--- config.mk ---
export PLATFORM = sky130hd
export DESIGN_NAME = lpc_tpm_burst_host_flat
export DESIGN_NICKNAME = d
export VERILOG_FILES = /design/src/rtl/lpc_tpm_burst_host_if.sv /design/src/rtl/lpc_tpm_burst_host.sv /design/src/flat_wrapper.sv
export SDC_FILE = /design/constraint.sdc
export NUM_CORES = 1
export LEC_CHECK = 0
export CAP_MARGIN = 20
export CELL_PAD_IN_SITES_DETAIL_PLACEMENT = 1
export CELL_PAD_IN_SITES_GLOBAL_PLACEMENT = 2
export CORE_ASPECT_RATIO = 0.6
export CORE_MARGIN = 4
export CORE_UTILIZATION = 28
export CTS_BUF_LIST = sky130_fd_sc_hd__clkbuf_2
export CTS_CLUSTER_DIAMETER = 100
export DETAILED_ROUTE_END_ITERATION = 12
export GPL_ROUTABILITY_DRIVEN = 0
export PLACE_DENSITY_LB_ADDON = 0.08
export SLEW_MARGIN = 0
export SYNTH_ARGS = -nofsm -noshare
export SYNTH_HDL_FRONTEND = slang
export SYNTH_SLANG_ARGS = --single-unit
export TNS_END_PERCENT = 100
--- constraint.sdc ---
create_clock -name clk -period 4.7 [get_ports clk]
set_input_delay 0.94 -clock clk [delete_from_list [all_inputs] [get_ports clk]]
set_output_delay 0.94 -clock clk [all_outputs]
set_load 0.02 [all_outputs]
--- src/rtl/lpc_tpm_burst_host_if.sv ---
// Request/response and LAD pad signals of the LPC TPM burst host.
// master is the host's own view; slave is the sequencer/pad side.
interface lpc_tpm_burst_host_if #(
    parameter int unsigned MAX_BYTES = 4
);
    localparam int unsigned CW = $clog2(MAX_BYTES + 1);

    logic [3:0]             inAd;
    logic [3:0]             outAd;
    logic                   enable;
    logic                   frame;
    logic                   start;
    logic                   isWrite;
    logic [15:0]            addr;
    logic                   incAddr;
    logic [CW-1:0]          byteCount;
    logic [8*MAX_BYTES-1:0] wrData;
    logic [8*MAX_BYTES-1:0] rdData;
    logic                   isReady;
    logic                   done;
    logic [1:0]             status;
    logic [CW-1:0]          bytesDone;

    modport master (
        input  inAd, start, isWrite, addr, incAddr, byteCount, wrData,
        output outAd, enable, frame, rdData, isReady, done, status, bytesDone
    );

    modport slave (
        output inAd, start, isWrite, addr, incAddr, byteCount, wrData,
        input  outAd, enable, frame, rdData, isReady, done, status, bytesDone
    );
endinterface

--- src/rtl/lpc_tpm_burst_host.sv ---
// LPC host running bursts of single-byte TPM I/O cycles with SYNC decode,
// wait-state timeout and LFRAME# abort. All pad and status outputs are registered.
module lpc_tpm_burst_host #(
    parameter int unsigned MAX_BYTES    = 4,
    parameter int unsigned SYNC_TIMEOUT = 32,
    parameter int unsigned ABORT_CYCLES = 4
) (
    input logic                  clk,
    input logic                  reset,
    lpc_tpm_burst_host_if.master bus
);
    localparam int unsigned CW   = $clog2(MAX_BYTES + 1);
    localparam int unsigned IW   = $clog2(8 * MAX_BYTES);
    localparam int unsigned CMAX = (SYNC_TIMEOUT > ABORT_CYCLES) ? SYNC_TIMEOUT : ABORT_CYCLES;
    localparam int unsigned TW   = $clog2(CMAX);
    localparam logic [CW-1:0] MaxB = CW'(MAX_BYTES);

    typedef enum logic [3:0] {
        StIdle, StStart, StCycType, StAddr, StWdata, StTar1,
        StSync, StRdata, StTar2, StGap, StAbort
    } state_e;

    state_e                 state_q, state_d;
    logic [TW-1:0]          cnt_q, cnt_d;
    logic [CW-1:0]          byte_q, byte_d, nbytes_q, nbytes_d, bdone_q, bdone_d;
    logic [15:0]            addr_q, addr_d;
    logic                   wr_q, wr_d, inc_q, inc_d, err_q, err_d;
    logic [8*MAX_BYTES-1:0] wd_q, wd_d, rd_q, rd_d;
    logic [1:0]             status_q, status_d;
    logic [3:0]             ad_q, ad_d;
    logic                   en_q, en_d, frame_q, frame_d, done_q, done_d;
    logic [IW-1:0]          rd_idx, wd_idx;
    logic [7:0]             wr_byte;

    always_comb begin
        state_d  = state_q;
        cnt_d    = cnt_q;
        byte_d   = byte_q;
        nbytes_d = nbytes_q;
        bdone_d  = bdone_q;
        addr_d   = addr_q;
        wr_d     = wr_q;
        inc_d    = inc_q;
        err_d    = err_q;
        wd_d     = wd_q;
        rd_d     = rd_q;
        status_d = status_q;
        rd_idx   = IW'({byte_q, 3'b000});
        unique case (state_q)
            StIdle: begin
                if (bus.start) begin
                    state_d  = StStart;
                    cnt_d    = '0;
                    byte_d   = '0;
                    bdone_d  = '0;
                    err_d    = 1'b0;
                    status_d = 2'b00;
                    addr_d   = bus.addr;
                    wr_d     = bus.isWrite;
                    inc_d    = bus.incAddr;
                    wd_d     = bus.wrData;
                    nbytes_d = (bus.byteCount == '0 || bus.byteCount > MaxB) ? MaxB : bus.byteCount;
                end
            end
            StStart:   state_d = StCycType;
            StCycType: begin
                state_d = StAddr;
                cnt_d   = '0;
            end
            StAddr: begin
                if (cnt_q == TW'(3)) begin
                    state_d = wr_q ? StWdata : StTar1;
                    cnt_d   = '0;
                end else begin
                    cnt_d = cnt_q + TW'(1);
                end
            end
            StWdata, StTar1, StRdata: begin
                if (state_q == StRdata) begin
                    if (cnt_q[0]) rd_d[rd_idx + IW'(4) +: 4] = bus.inAd;
                    else          rd_d[rd_idx +: 4]          = bus.inAd;
                end
                if (cnt_q == TW'(1)) begin
                    state_d = (state_q == StTar1) ? StSync : (state_q == StWdata) ? StTar1 : StTar2;
                    cnt_d   = '0;
                end else begin
                    cnt_d = cnt_q + TW'(1);
                end
            end
            StSync: begin
                // Error completes the byte like ready; the burst ends after TAR2.
                if (bus.inAd == 4'b0000 || bus.inAd == 4'b1010) begin
                    if (bus.inAd == 4'b0000) bdone_d = bdone_q + CW'(1);
                    else                     err_d   = 1'b1;
                    state_d = wr_q ? StTar2 : StRdata;
                    cnt_d   = '0;
                end else if (cnt_q == TW'(SYNC_TIMEOUT - 1)) begin
                    state_d = StAbort;
                    cnt_d   = '0;
                end else begin
                    cnt_d = cnt_q + TW'(1);
                end
            end
            StTar2: begin
                if (cnt_q == TW'(1)) begin
                    cnt_d = '0;
                    if (err_q) begin
                        state_d  = StIdle;
                        status_d = 2'b01;
                    end else if (byte_q == nbytes_q - CW'(1)) begin
                        state_d  = StIdle;
                        status_d = 2'b00;
                    end else begin
                        state_d = StGap;
                    end
                end else begin
                    cnt_d = cnt_q + TW'(1);
                end
            end
            StGap: begin
                state_d = StStart;
                byte_d  = byte_q + CW'(1);
                if (inc_q) addr_d = addr_q + 16'd1;
            end
            StAbort: begin
                if (cnt_q == TW'(ABORT_CYCLES - 1)) begin
                    state_d  = StIdle;
                    cnt_d    = '0;
                    status_d = 2'b10;
                end else begin
                    cnt_d = cnt_q + TW'(1);
                end
            end
            default: state_d = StIdle;
        endcase
    end

    // Pad outputs are derived from the next state so they register in step with it.
    always_comb begin
        frame_d = 1'b1;
        en_d    = 1'b0;
        ad_d    = 4'h0;
        done_d  = (state_d == StIdle) && (state_q != StIdle);
        wd_idx  = IW'({byte_d, 3'b000});
        wr_byte = wd_d[wd_idx +: 8];
        unique case (state_d)
            StStart: begin
                frame_d = 1'b0;
                en_d    = 1'b1;
                ad_d    = 4'b0101;
            end
            StCycType: begin
                en_d = 1'b1;
                ad_d = wr_d ? 4'b0010 : 4'b0000;
            end
            StAddr: begin
                en_d = 1'b1;
                unique case (cnt_d[1:0])
                    2'd0: ad_d = addr_d[15:12];
                    2'd1: ad_d = addr_d[11:8];
                    2'd2: ad_d = addr_d[7:4];
                    2'd3: ad_d = addr_d[3:0];
                endcase
            end
            StWdata: begin
                en_d = 1'b1;
                ad_d = cnt_d[0] ? wr_byte[7:4] : wr_byte[3:0];
            end
            StTar1: begin
                en_d = (cnt_d == '0);
                ad_d = 4'hF;
            end
            StAbort: begin
                frame_d = 1'b0;
                en_d    = 1'b1;
                ad_d    = 4'hF;
            end
            default: ;
        endcase
    end

    always_ff @(posedge clk) begin
        if (!reset) begin
            state_q  <= StIdle;
            cnt_q    <= '0;
            byte_q   <= '0;
            nbytes_q <= '0;
            bdone_q  <= '0;
            addr_q   <= '0;
            wr_q     <= 1'b0;
            inc_q    <= 1'b0;
            err_q    <= 1'b0;
            wd_q     <= '0;
            rd_q     <= '0;
            status_q <= 2'b00;
            ad_q     <= 4'h0;
            en_q     <= 1'b0;
            frame_q  <= 1'b1;
            done_q   <= 1'b0;
        end else begin
            state_q  <= state_d;
            cnt_q    <= cnt_d;
            byte_q   <= byte_d;
            nbytes_q <= nbytes_d;
            bdone_q  <= bdone_d;
            addr_q   <= addr_d;
            wr_q     <= wr_d;
            inc_q    <= inc_d;
            err_q    <= err_d;
            wd_q     <= wd_d;
            rd_q     <= rd_d;
            status_q <= status_d;
            ad_q     <= ad_d;
            en_q     <= en_d;
            frame_q  <= frame_d;
            done_q   <= done_d;
        end
    end

    assign bus.outAd     = ad_q;
    assign bus.enable    = en_q;
    assign bus.frame     = frame_q;
    assign bus.rdData    = rd_q;
    assign bus.done      = done_q;
    assign bus.status    = status_q;
    assign bus.bytesDone = bdone_q;
    assign bus.isReady   = reset & (state_q == StIdle);
endmodule

--- src/flat_wrapper.sv ---
// flat-port wrapper written by rule: the top's interface ports become plain ports
module lpc_tpm_burst_host_flat 
#(
    parameter int unsigned MAX_BYTES    = 4,
    parameter int unsigned SYNC_TIMEOUT = 32,
    parameter int unsigned ABORT_CYCLES = 4
)
  (clk, reset, bus_inAd, bus_start, bus_isWrite, bus_addr, bus_incAddr, bus_byteCount, bus_wrData, bus_outAd, bus_enable, bus_frame, bus_rdData, bus_isReady, bus_done, bus_status, bus_bytesDone);
  lpc_tpm_burst_host_if #(.MAX_BYTES(MAX_BYTES)) bus_i ();
  input logic clk;
  input logic reset;
  input wire logic [$bits(bus_i.inAd)-1:0] bus_inAd;
  input wire logic [$bits(bus_i.start)-1:0] bus_start;
  input wire logic [$bits(bus_i.isWrite)-1:0] bus_isWrite;
  input wire logic [$bits(bus_i.addr)-1:0] bus_addr;
  input wire logic [$bits(bus_i.incAddr)-1:0] bus_incAddr;
  input wire logic [$bits(bus_i.byteCount)-1:0] bus_byteCount;
  input wire logic [$bits(bus_i.wrData)-1:0] bus_wrData;
  output wire logic [$bits(bus_i.outAd)-1:0] bus_outAd;
  output wire logic [$bits(bus_i.enable)-1:0] bus_enable;
  output wire logic [$bits(bus_i.frame)-1:0] bus_frame;
  output wire logic [$bits(bus_i.rdData)-1:0] bus_rdData;
  output wire logic [$bits(bus_i.isReady)-1:0] bus_isReady;
  output wire logic [$bits(bus_i.done)-1:0] bus_done;
  output wire logic [$bits(bus_i.status)-1:0] bus_status;
  output wire logic [$bits(bus_i.bytesDone)-1:0] bus_bytesDone;
  assign bus_i.inAd = bus_inAd;
  assign bus_i.start = bus_start;
  assign bus_i.isWrite = bus_isWrite;
  assign bus_i.addr = bus_addr;
  assign bus_i.incAddr = bus_incAddr;
  assign bus_i.byteCount = bus_byteCount;
  assign bus_i.wrData = bus_wrData;
  assign bus_outAd = bus_i.outAd;
  assign bus_enable = bus_i.enable;
  assign bus_frame = bus_i.frame;
  assign bus_rdData = bus_i.rdData;
  assign bus_isReady = bus_i.isReady;
  assign bus_done = bus_i.done;
  assign bus_status = bus_i.status;
  assign bus_bytesDone = bus_i.bytesDone;
  lpc_tpm_burst_host #(.MAX_BYTES(MAX_BYTES), .SYNC_TIMEOUT(SYNC_TIMEOUT), .ABORT_CYCLES(ABORT_CYCLES)) u_core (.clk(clk), .reset(reset), .bus(bus_i));
endmodule
==> impl_metrics.json, run 1 <==
{
  "status": "complete, no violations",
  "setup_viol": 0,
  "fin_util_pct": 36.0,
  "crit_family": "compound AO/OA/AOI/OAI gates",
  "rsz0062_at_grt": "false",
  "drtIter0Drc": 292,
  "die_w_um": 195,
  "grt_pass1_wl_mm": 34.1,
  "rows": 40,
  "antenna_found_initial": 0,
  "synth.avg_cell_area_um2": 7.72,
  "wire_per_inst_um": 19.3,
  "p_leak_nw": 2.51,
  "dr_total_vias": 5895,
  "worst-slew-pin-transition_ps": 1060,
  "tns_ps": 0,
  "ios": 105,
  "multi_input_area_um2": 3450,
  "p_per_area_nw_per_um2": 265,
  "synth-edff-count": 0,
  "fin_worst_skew_ps": 42.7,
  "critPathArrivalTime_ps": 4390,
  "post-route-min-period_ps": 3780,
  "core_area_um2": 20300,
  "period_share_pct": 80.5,
  "seq_area_um2": 2200,
  "track_usage_pct": 18.2,
  "dr.pass1.iters": 4,
  "cts_made_buffers": 9,
  "synth_area_leaders": "dfxtp_1, nand2_1, a21oi_1",
  "slew_headroom_pct": 28.9,
  "timing.final.ws_setup_ps": 917,
  "synthArstFlopShare_pct": 0,
  "grt_max_degree": 49,
  "dieArea_um2": 23500,
  "worstPathMaxFanout": 15,
  "cp-end-kind": "flip-flop",
  "post_cts_buffers": 0,
  "fmax_mhz": 264,
  "port_buffers": 104,
  "gr-total-overflow": 0,
  "path_buf_inv": 0,
  "cts_tree": "yes",
  "clk_pin_slew_ps": 320,
  "post-dp-hpwl_mm": 16.5,
  "yosys_warnings": 0,
  "path_class": "flip-flop to flip-flop",
  "synth_commonest_cells": "nand2_1, dfxtp_1, a21oi_1, nor2_1, nand3_1",
  "ys.flop_type": "dfxtp_1",
  "drt-vias-per-instance": 5.22,
  "area_growth_pct": 24.1,
  "synth_cell_types": 76,
  "dpl_worst_slack_ps": 397,
  "clock_sinks": 110,
  "cts.path.max_buffers": 2,
  "grt_pass1_vias": 5973,
  "crit_required_ps": 5300,
  "path_common_cell": "o211ai_1",
  "fillers": 2463,
  "ys_ff_latch": 110,
  "cts_resized": 0,
  "crit_chain": "ha_1 > nor4b_2 > a21oi_1 > o211ai_1 > and2_1 > a31oi_2 > mux2_2 > a22oi_1 > o211ai_1",
  "start_util_pct": 29.0,
  "root_buffer": "clkbuf_2",
  "cts.hold.buffers_added": 0,
  "clk_latency_ps": 690,
  "yosysTopAreaCellShare_pct": 37.4,
  "slowest_stage": "and2_1",
  "finalPower_mw": 1.94,
  "syn_area_um2": 5890,
  "vdd.ir_drop.worst_mv": 0.133,
  "critPathMaxStageDelay_ps": 620,
  "place_area_um2": 7200,
  "syn_nets": 836,
  "hold_path_class": "flip-flop to flip-flop",
  "die_y_um": 120,
  "slew_violations": 0,
  "max_cap_viol_count": 0,
  "hold_viol_final": 0,
  "h-tree-depth": 3,
  "antenna_cells": 0,
  "ys_seq_area_share_pct": 37.4,
  "synth.most_common_cell": "nand2_1",
  "drc": 0,
  "drtAntennaViolNets": 0,
  "fin_nets": 924,
  "synth_top_cell_by_area": "dfxtp_1",
  "start_kind": "flip-flop",
  "design_area_um2": 7310,
  "synthCells": 763,
  "postRouteWirelength_mm": 21.8,
  "drive_above_1_share_pct": 6.78
}
## path summary, 6_finish.rpt
kind / startpoint / end / slack, ps / cells past startpoint
max: u_core.cnt_q[0] / u_core.bus.outAd[0] / 920 / 9
min: u_core.bus.rdData[17] / u_core.bus.rdData[17] / 470 / 2
max reg2reg: u_core.cnt_q[0] / u_core.bus.outAd[0] / 920 / 9
min reg2reg: u_core.bus.rdData[17] / u_core.bus.rdData[17] / 470 / 2
## kinds of logic (layout without fill, tap and decap cells)
kind of cell,count (synthesis),in the layout,share of synthesized area [%]
compound gates,188,188,21.4
xor+xnor,7,7,1.04
fa+ha+maj,13,13,2.76
buf+inv,56,149,4.06
flops,110,110,37.4
mux,20,20,3.46
simple gates,369,369,29.9
## tightest hold or removal path: cells and delay by family, from the launching register on
family	cells	cell delay (ps)
DFF	1	380
AOI/OAI and AO/OA	1	50
and+or+nand+nor	1	50
## through the flow
| step | hold WS, ps | cells |
|---|---|---|
| final | 474 | 1129 |
| after global routing | 481 | 1129 |
| after CTS | 475 | 1129 |
| after detailed placement | 447 | 1113 |
| after global placement | 439 | 1113 |
| after floorplan | 432 | 763 |
## power breakdown
| group | internal [mW] | switching (mW) |
|---|---|---|
| sequential | 0.984 | 0.0501 |
| combinational | 0.172 | 0.257 |
| clock | 0.126 | 0.349 |
## cell usage in the layout, fill, tap and decap left out, drive strengths merged, types with 6 or more instances in the layout
cell / count
mux2i: 17
o31ai: 10
clkdlybuf4s50: 104
nor3: 15
a21oi: 103
inv: 16
o211ai: 8
ha: 13
a31oi: 10
buf: 15
clkbuf: 10
a211oi: 6
dfxtp: 110
nand3: 44
and2: 21
nand4: 10
nor2: 63
nand2: 170
and3: 10
o21ai: 12
## state kept, by name, indices dropped and copies added, names as in the netlist
register / cells
u_core.byte_q: 3
u_core.bus.bytesDone: 3
u_core.err_q: 1
u_core.state_q: 4
u_core.addr_q: 16
u_core.bus.status: 2
u_core.bus.frame: 1
u_core.nbytes_q: 3
u_core.bus.enable: 1
u_core.wd_q: 32
u_core.wr_q: 1
u_core.bus.done: 1
u_core.inc_q: 1
u_core.bus.rdData: 32
u_core.cnt_q: 5
u_core.bus.outAd: 4
## per-layer routing
layer | track usage [%] | part of all wire [%]
met1 | 26.7 | 51
met3 | 3.84 | 4.3
met2 | 28.0 | 44
met5 | 0 | 0
met4 | 3.44 | 0.82
## area by class of cell
cell class                 instances  area share, %
sequential                       110           30.1
clock inverter                     6          0.822
clock buffer                      10          0.685
timing repair buffer             119           15.8
tap                              273           4.67
multi-input combinational        597           47.2
inverter                          14          0.719
No activity file was read; power rests on OpenSTA's default activity.
==> run 2, diff against run 1 <==
Clock period 4.7 ns to 3.5 ns, I/O delays scaled along.
==> impl_metrics.json, run 2 (synthesis results as in run 1) <==
{
  "gr-total-overflow": 0,
  "crit_required_ps": 4090,
  "path_class": "flip-flop to flip-flop",
  "track_usage_pct": 18.1,
  "area_growth_pct": 27.4,
  "worst-slew-pin-transition_ps": 708,
  "p_per_area_nw_per_um2": 357,
  "cts.hold.buffers_added": 0,
  "rows": 40,
  "grt_pass1_vias": 6036,
  "die_y_um": 120,
  "fin_nets": 944,
  "fin_worst_skew_ps": 40.8,
  "grt_pass1_wl_mm": 34.1,
  "dieArea_um2": 23500,
  "start_util_pct": 29.0,
  "p_leak_nw": 2.62,
  "rsz0062_at_grt": "false",
  "hold_path_class": "flip-flop to flip-flop",
  "core_area_um2": 20300,
  "hold_viol_final": 0,
  "crit_start": "u_core.cnt_q[1]",
  "clk_pin_slew_ps": 320,
  "setup_viol": 0,
  "root_buffer": "clkbuf_2",
  "dr.pass1.iters": 4,
  "worstPathMaxFanout": 7,
  "post-route-min-period_ps": 3210,
  "start_kind": "flip-flop",
  "drtIter0Drc": 282,
  "fillers": 2474,
  "drtAntennaViolNets": 0,
  "period_share_pct": 91.8,
  "clk_latency_ps": 650,
  "status": "complete, no violations",
  "reg2reg_from": "u_core.cnt_q[1]",
  "max_cap_viol_count": 0,
  "postRouteWirelength_mm": 21.3,
  "slew_headroom_pct": 52.6,
  "cts_resized": 0,
  "clock_sinks": 110,
  "fin_cells": 1148,
  "drc": 0,
  "antenna_found_initial": 0,
  "tns_ps": 0,
  "layout_commonest_cell": "nand2_1",
  "critPathArrivalTime_ps": 3810,
  "drt-vias-per-instance": 5.12,
  "dr_total_vias": 5882,
  "vdd.ir_drop.worst_mv": 0.189,
  "h-tree-depth": 3,
  "dp.cells": 1133,
  "final_cell_mix": "nand2_1, dfxtp_1, clkdlybuf4s50_1",
  "min_from": "u_core.bus.rdData[23]",
  "cp-end-kind": "flip-flop",
  "fin_util_pct": 36.9,
  "post_cts_buffers": 0,
  "cts_tree": "yes",
  "ios": 105,
  "cts_made_buffers": 9,
  "drive_above_1_share_pct": 9.03,
  "seq_area_um2": 2200,
  "die_w_um": 195,
  "wire_per_inst_um": 18.6,
  "port_buffers": 104,
  "multi_input_area_um2": 3450,
  "cts.path.max_buffers": 2,
  "post-dp-hpwl_mm": 16.5,
  "slew_violations": 0,
  "grt_max_degree": 53,
  "fmax_mhz": 311,
  "antenna_cells": 0
}
[run 2: through the flow]
stage	setup WS [ps]	total power, mW	area, µm²	hold WS (ps)
final	285	2.68	7510	471
after global routing	19.7	2.85	7510	446
after CTS	230	2.73	7500	449
after detailed placement	17.0	2.02	7370	448
after global placement	64.8	2.01	7370	439
after floorplan	705	1.74	5890	432
[run 2: critical path, cell delays in order, from the launching register on]
cell      delay (ps)
dfxtp_1          500
ha_1             260
nor4b_2          430
a21oi_1          130
o211ai_1         390
nand2_1          190
buf_4            210
o31a_1           300
a211o_1          310
mux2i_1          200
a211o_1          160
nand4_1           90
[run 2: layout make-up]
cell class | instances | share of cell area (%)
Multi-Input combinational cell | 597 | 46.0
Sequential cell | 110 | 29.4
Timing Repair Buffer | 139 | 17.7
Tap cell | 273 | 4.55
Clock inverter | 6 | 1.13
Inverter | 14 | 0.700
Clock buffer | 9 | 0.600
[run 2: report_power, final]
part | total [mW] | internal [mW] | switching (mW) | leakage [nW]
registers | 1.38 | 1.32 | 0.0606 | 0.895
clock network | 0.677 | 0.231 | 0.446 | 0.0758
logic | 0.618 | 0.264 | 0.354 | 1.65
[run 2: worst paths after layout]
path              slack [ps]  cells past startpoint                    end
setup / recovery         290                     11    u_core.bus.outAd[2]
hold / removal           470                      2  u_core.bus.rdData[23]
setup reg to reg         290                     11    u_core.bus.outAd[2]
hold reg to reg          470                      2  u_core.bus.rdData[23]
[run 2: per-layer routing]
metal | part of all wire [%] | global-route usage, % | vias up
met1 | 52 | 26.8 | 2850
met5 | 0 | 0 | -
met4 | 0.53 | 3.97 | 0
met3 | 4.0 | 3.93 | 8
li1 | - | - | 2908
met2 | 43 | 27.0 | 116
==> run 3, diff against run 2 <==
Clock period 3.5 ns to 2.9 ns, I/O delays scaled along.
==> impl_metrics.json, run 3 (synthesis results as in run 1) <==
{
  "port_buffers": 104,
  "worstPathMaxFanout": 6,
  "root_buffer": "clkbuf_2",
  "crit_required_ps": 3500,
  "critPathArrivalTime_ps": 3380,
  "slew_violations": 0,
  "rsz0062_at_grt": "true",
  "reg2reg_to": "u_core.bus.outAd[2]",
  "combPwrFrac_pct": 27.1,
  "area_growth_pct": 39.9,
  "crit_start": "u_core.cnt_q[4]",
  "drc": 0,
  "post-dp-hpwl_mm": 17.1,
  "cp-end-kind": "flip-flop",
  "p_per_area_nw_per_um2": 407,
  "place_area_um2": 7760,
  "status": "complete, no violations",
  "rows": 40,
  "final_cell_mix": "nand2_1, dfxtp_1, clkdlybuf4s50_1",
  "gr-total-overflow": 0,
  "max_cap_viol_count": 0,
  "h-tree-depth": 3,
  "dr.pass1.iters": 5,
  "ios": 105,
  "post-route-min-period_ps": 2770,
  "dieArea_um2": 23500,
  "pwr-share-seq_pct": 49.8,
  "reg2reg_slack_ps": 130,
  "antenna_found_initial": 0,
  "path_class": "flip-flop to flip-flop",
  "clk_latency_ps": 680,
  "grt_pass1_wl_mm": 35.1,
  "hold_viol_final": 0,
  "drt-vias-per-instance": 5.11,
  "cts_tree": "yes",
  "vdd.ir_drop.worst_mv": 0.220,
  "p_int_mw": 2.23,
  "track_usage_pct": 18.6,
  "whs_ps": 392,
  "rr_worst_depth": 10,
  "p_switching_mw": 1.13,
  "design_area_um2": 8240,
  "finalPower_mw": 3.35,
  "core_area_um2": 20300,
  "drtAntennaViolNets": 0,
  "layout_commonest_cell": "nand2_1",
  "wire_per_inst_um": 18.3,
  "die_w_um": 195,
  "drtIter0Drc": 393,
  "reg2reg_from": "u_core.cnt_q[4]",
  "clkPwrFrac_pct": 23.1,
  "fin_worst_skew_ps": 24.4,
  "postRouteWirelength_mm": 22.2,
  "antenna_cells": 0,
  "cts_made_buffers": 9,
  "switching_share_pct": 33.6,
  "slew_headroom_pct": 54.9,
  "worst-slew-pin-transition_ps": 675,
  "setup_viol": 0,
  "p_leak_nw": 2.96,
  "clock_sinks": 110,
  "start_util_pct": 29.0,
  "die_y_um": 120,
  "fin_nets": 1007,
  "hold_path_class": "primary input to flip-flop",
  "tns_ps": 0,
  "period_share_pct": 95.5,
  "grt_pass1_vias": 6401,
  "drive_above_1_share_pct": 19.0,
  "start_kind": "flip-flop",
  "clk_pin_slew_ps": 320,
  "dr_total_vias": 6189,
  "grt_max_degree": 51,
  "fmax_mhz": 361,
  "setup.worst_path.end": "u_core.bus.outAd[2]",
  "cts.path.max_buffers": 2
}
run 3: cell types whose count changed in the layout (fill, tap and decap cells not counted), moves of 3 or more:
| cell | before | now |
|---|---|---|
| a21oi_1 | 102 | 99 |
| buf_4 | 33 | 91 |
| buf_6 | 0 | 5 |
| dfxtp_1 | 109 | 104 |
| dfxtp_2 | 1 | 4 |
| ha_1 | 13 | 9 |
| ha_2 | 0 | 3 |
run 3: worst max-delay path: stages, from the launching register on:
cell and delay (ps):
dfxtp_1 500, nor3_1 390, a2111oi_4 130, buf_4 160, a2111oi_4 450, buf_6 200
nand4_1 150, a221oi_4 350, a31o_1 180, a211o_1 90, nand4_1 80
run 3: layer usage:
metal	vias up	routed length, µm	track usage, %
met5	-	0	0
met4	0	260	4.27
met3	19	911	3.70
met2	124	9720	28.6
met1	3009	11300	27.0
li1	3037	-	-
run 3: repair_timing:
item                       4_1_cts  5_1_grt
setup endpoints to repair        4        7
pin swaps                        1       18
setup buffers                    0       11
hold buffers                     0        0
gates resized for setup          9       50
run 3: final cells by class:
cell class                 count  area [µm²]
sequential                   110        2210
tap                          273         342
multi-input combinational    597        3690
timing repair buffer         202        1820
inverter                      14        52.6
clock buffer                   9        45.0
fill                        2471       12100
clock inverter                 7        71.3
run 3: worst min path at each step:
stage                                        to                   from  slack, ps  cells past startpoint
after floorplan              u_core.nbytes_q[1]     u_core.nbytes_q[1]        430                      2
after global placement    u_core.bus.rdData[19]  u_core.bus.rdData[19]        440                      2
after detailed placement  u_core.bus.rdData[21]  u_core.bus.rdData[21]        450                      2
after CTS                       u_core.wd_q[11]         bus_wrData[11]        320                      3
after global routing             u_core.wd_q[9]          bus_wrData[9]        310                      3
final                           u_core.wd_q[11]         bus_wrData[11]        390                      3
run 3: through the flow:
stage / worst slack, ps / utilization, % / instances
global route: -32.0 / 40.5 / 1212
CTS: 28.0 / 38.9 / 1201
global placement: -520 / 38.2 / 1185
floorplan: 174 / - / 763
finish: 129 / 40.5 / 1212
detailed placement: -582 / 38.2 / 1185
run 3: power groups by stage:
stage	Combinational, mW	Sequential (mW)	Clock [mW]
2_1_floorplan	0.422	1.68	0
3_3_place_gp	0.825	1.69	0
3_5_place_dp	0.833	1.69	0
4_1_cts	0.844	1.67	0.825
5_1_grt	0.993	1.68	0.873
6_report	0.910	1.67	0.775
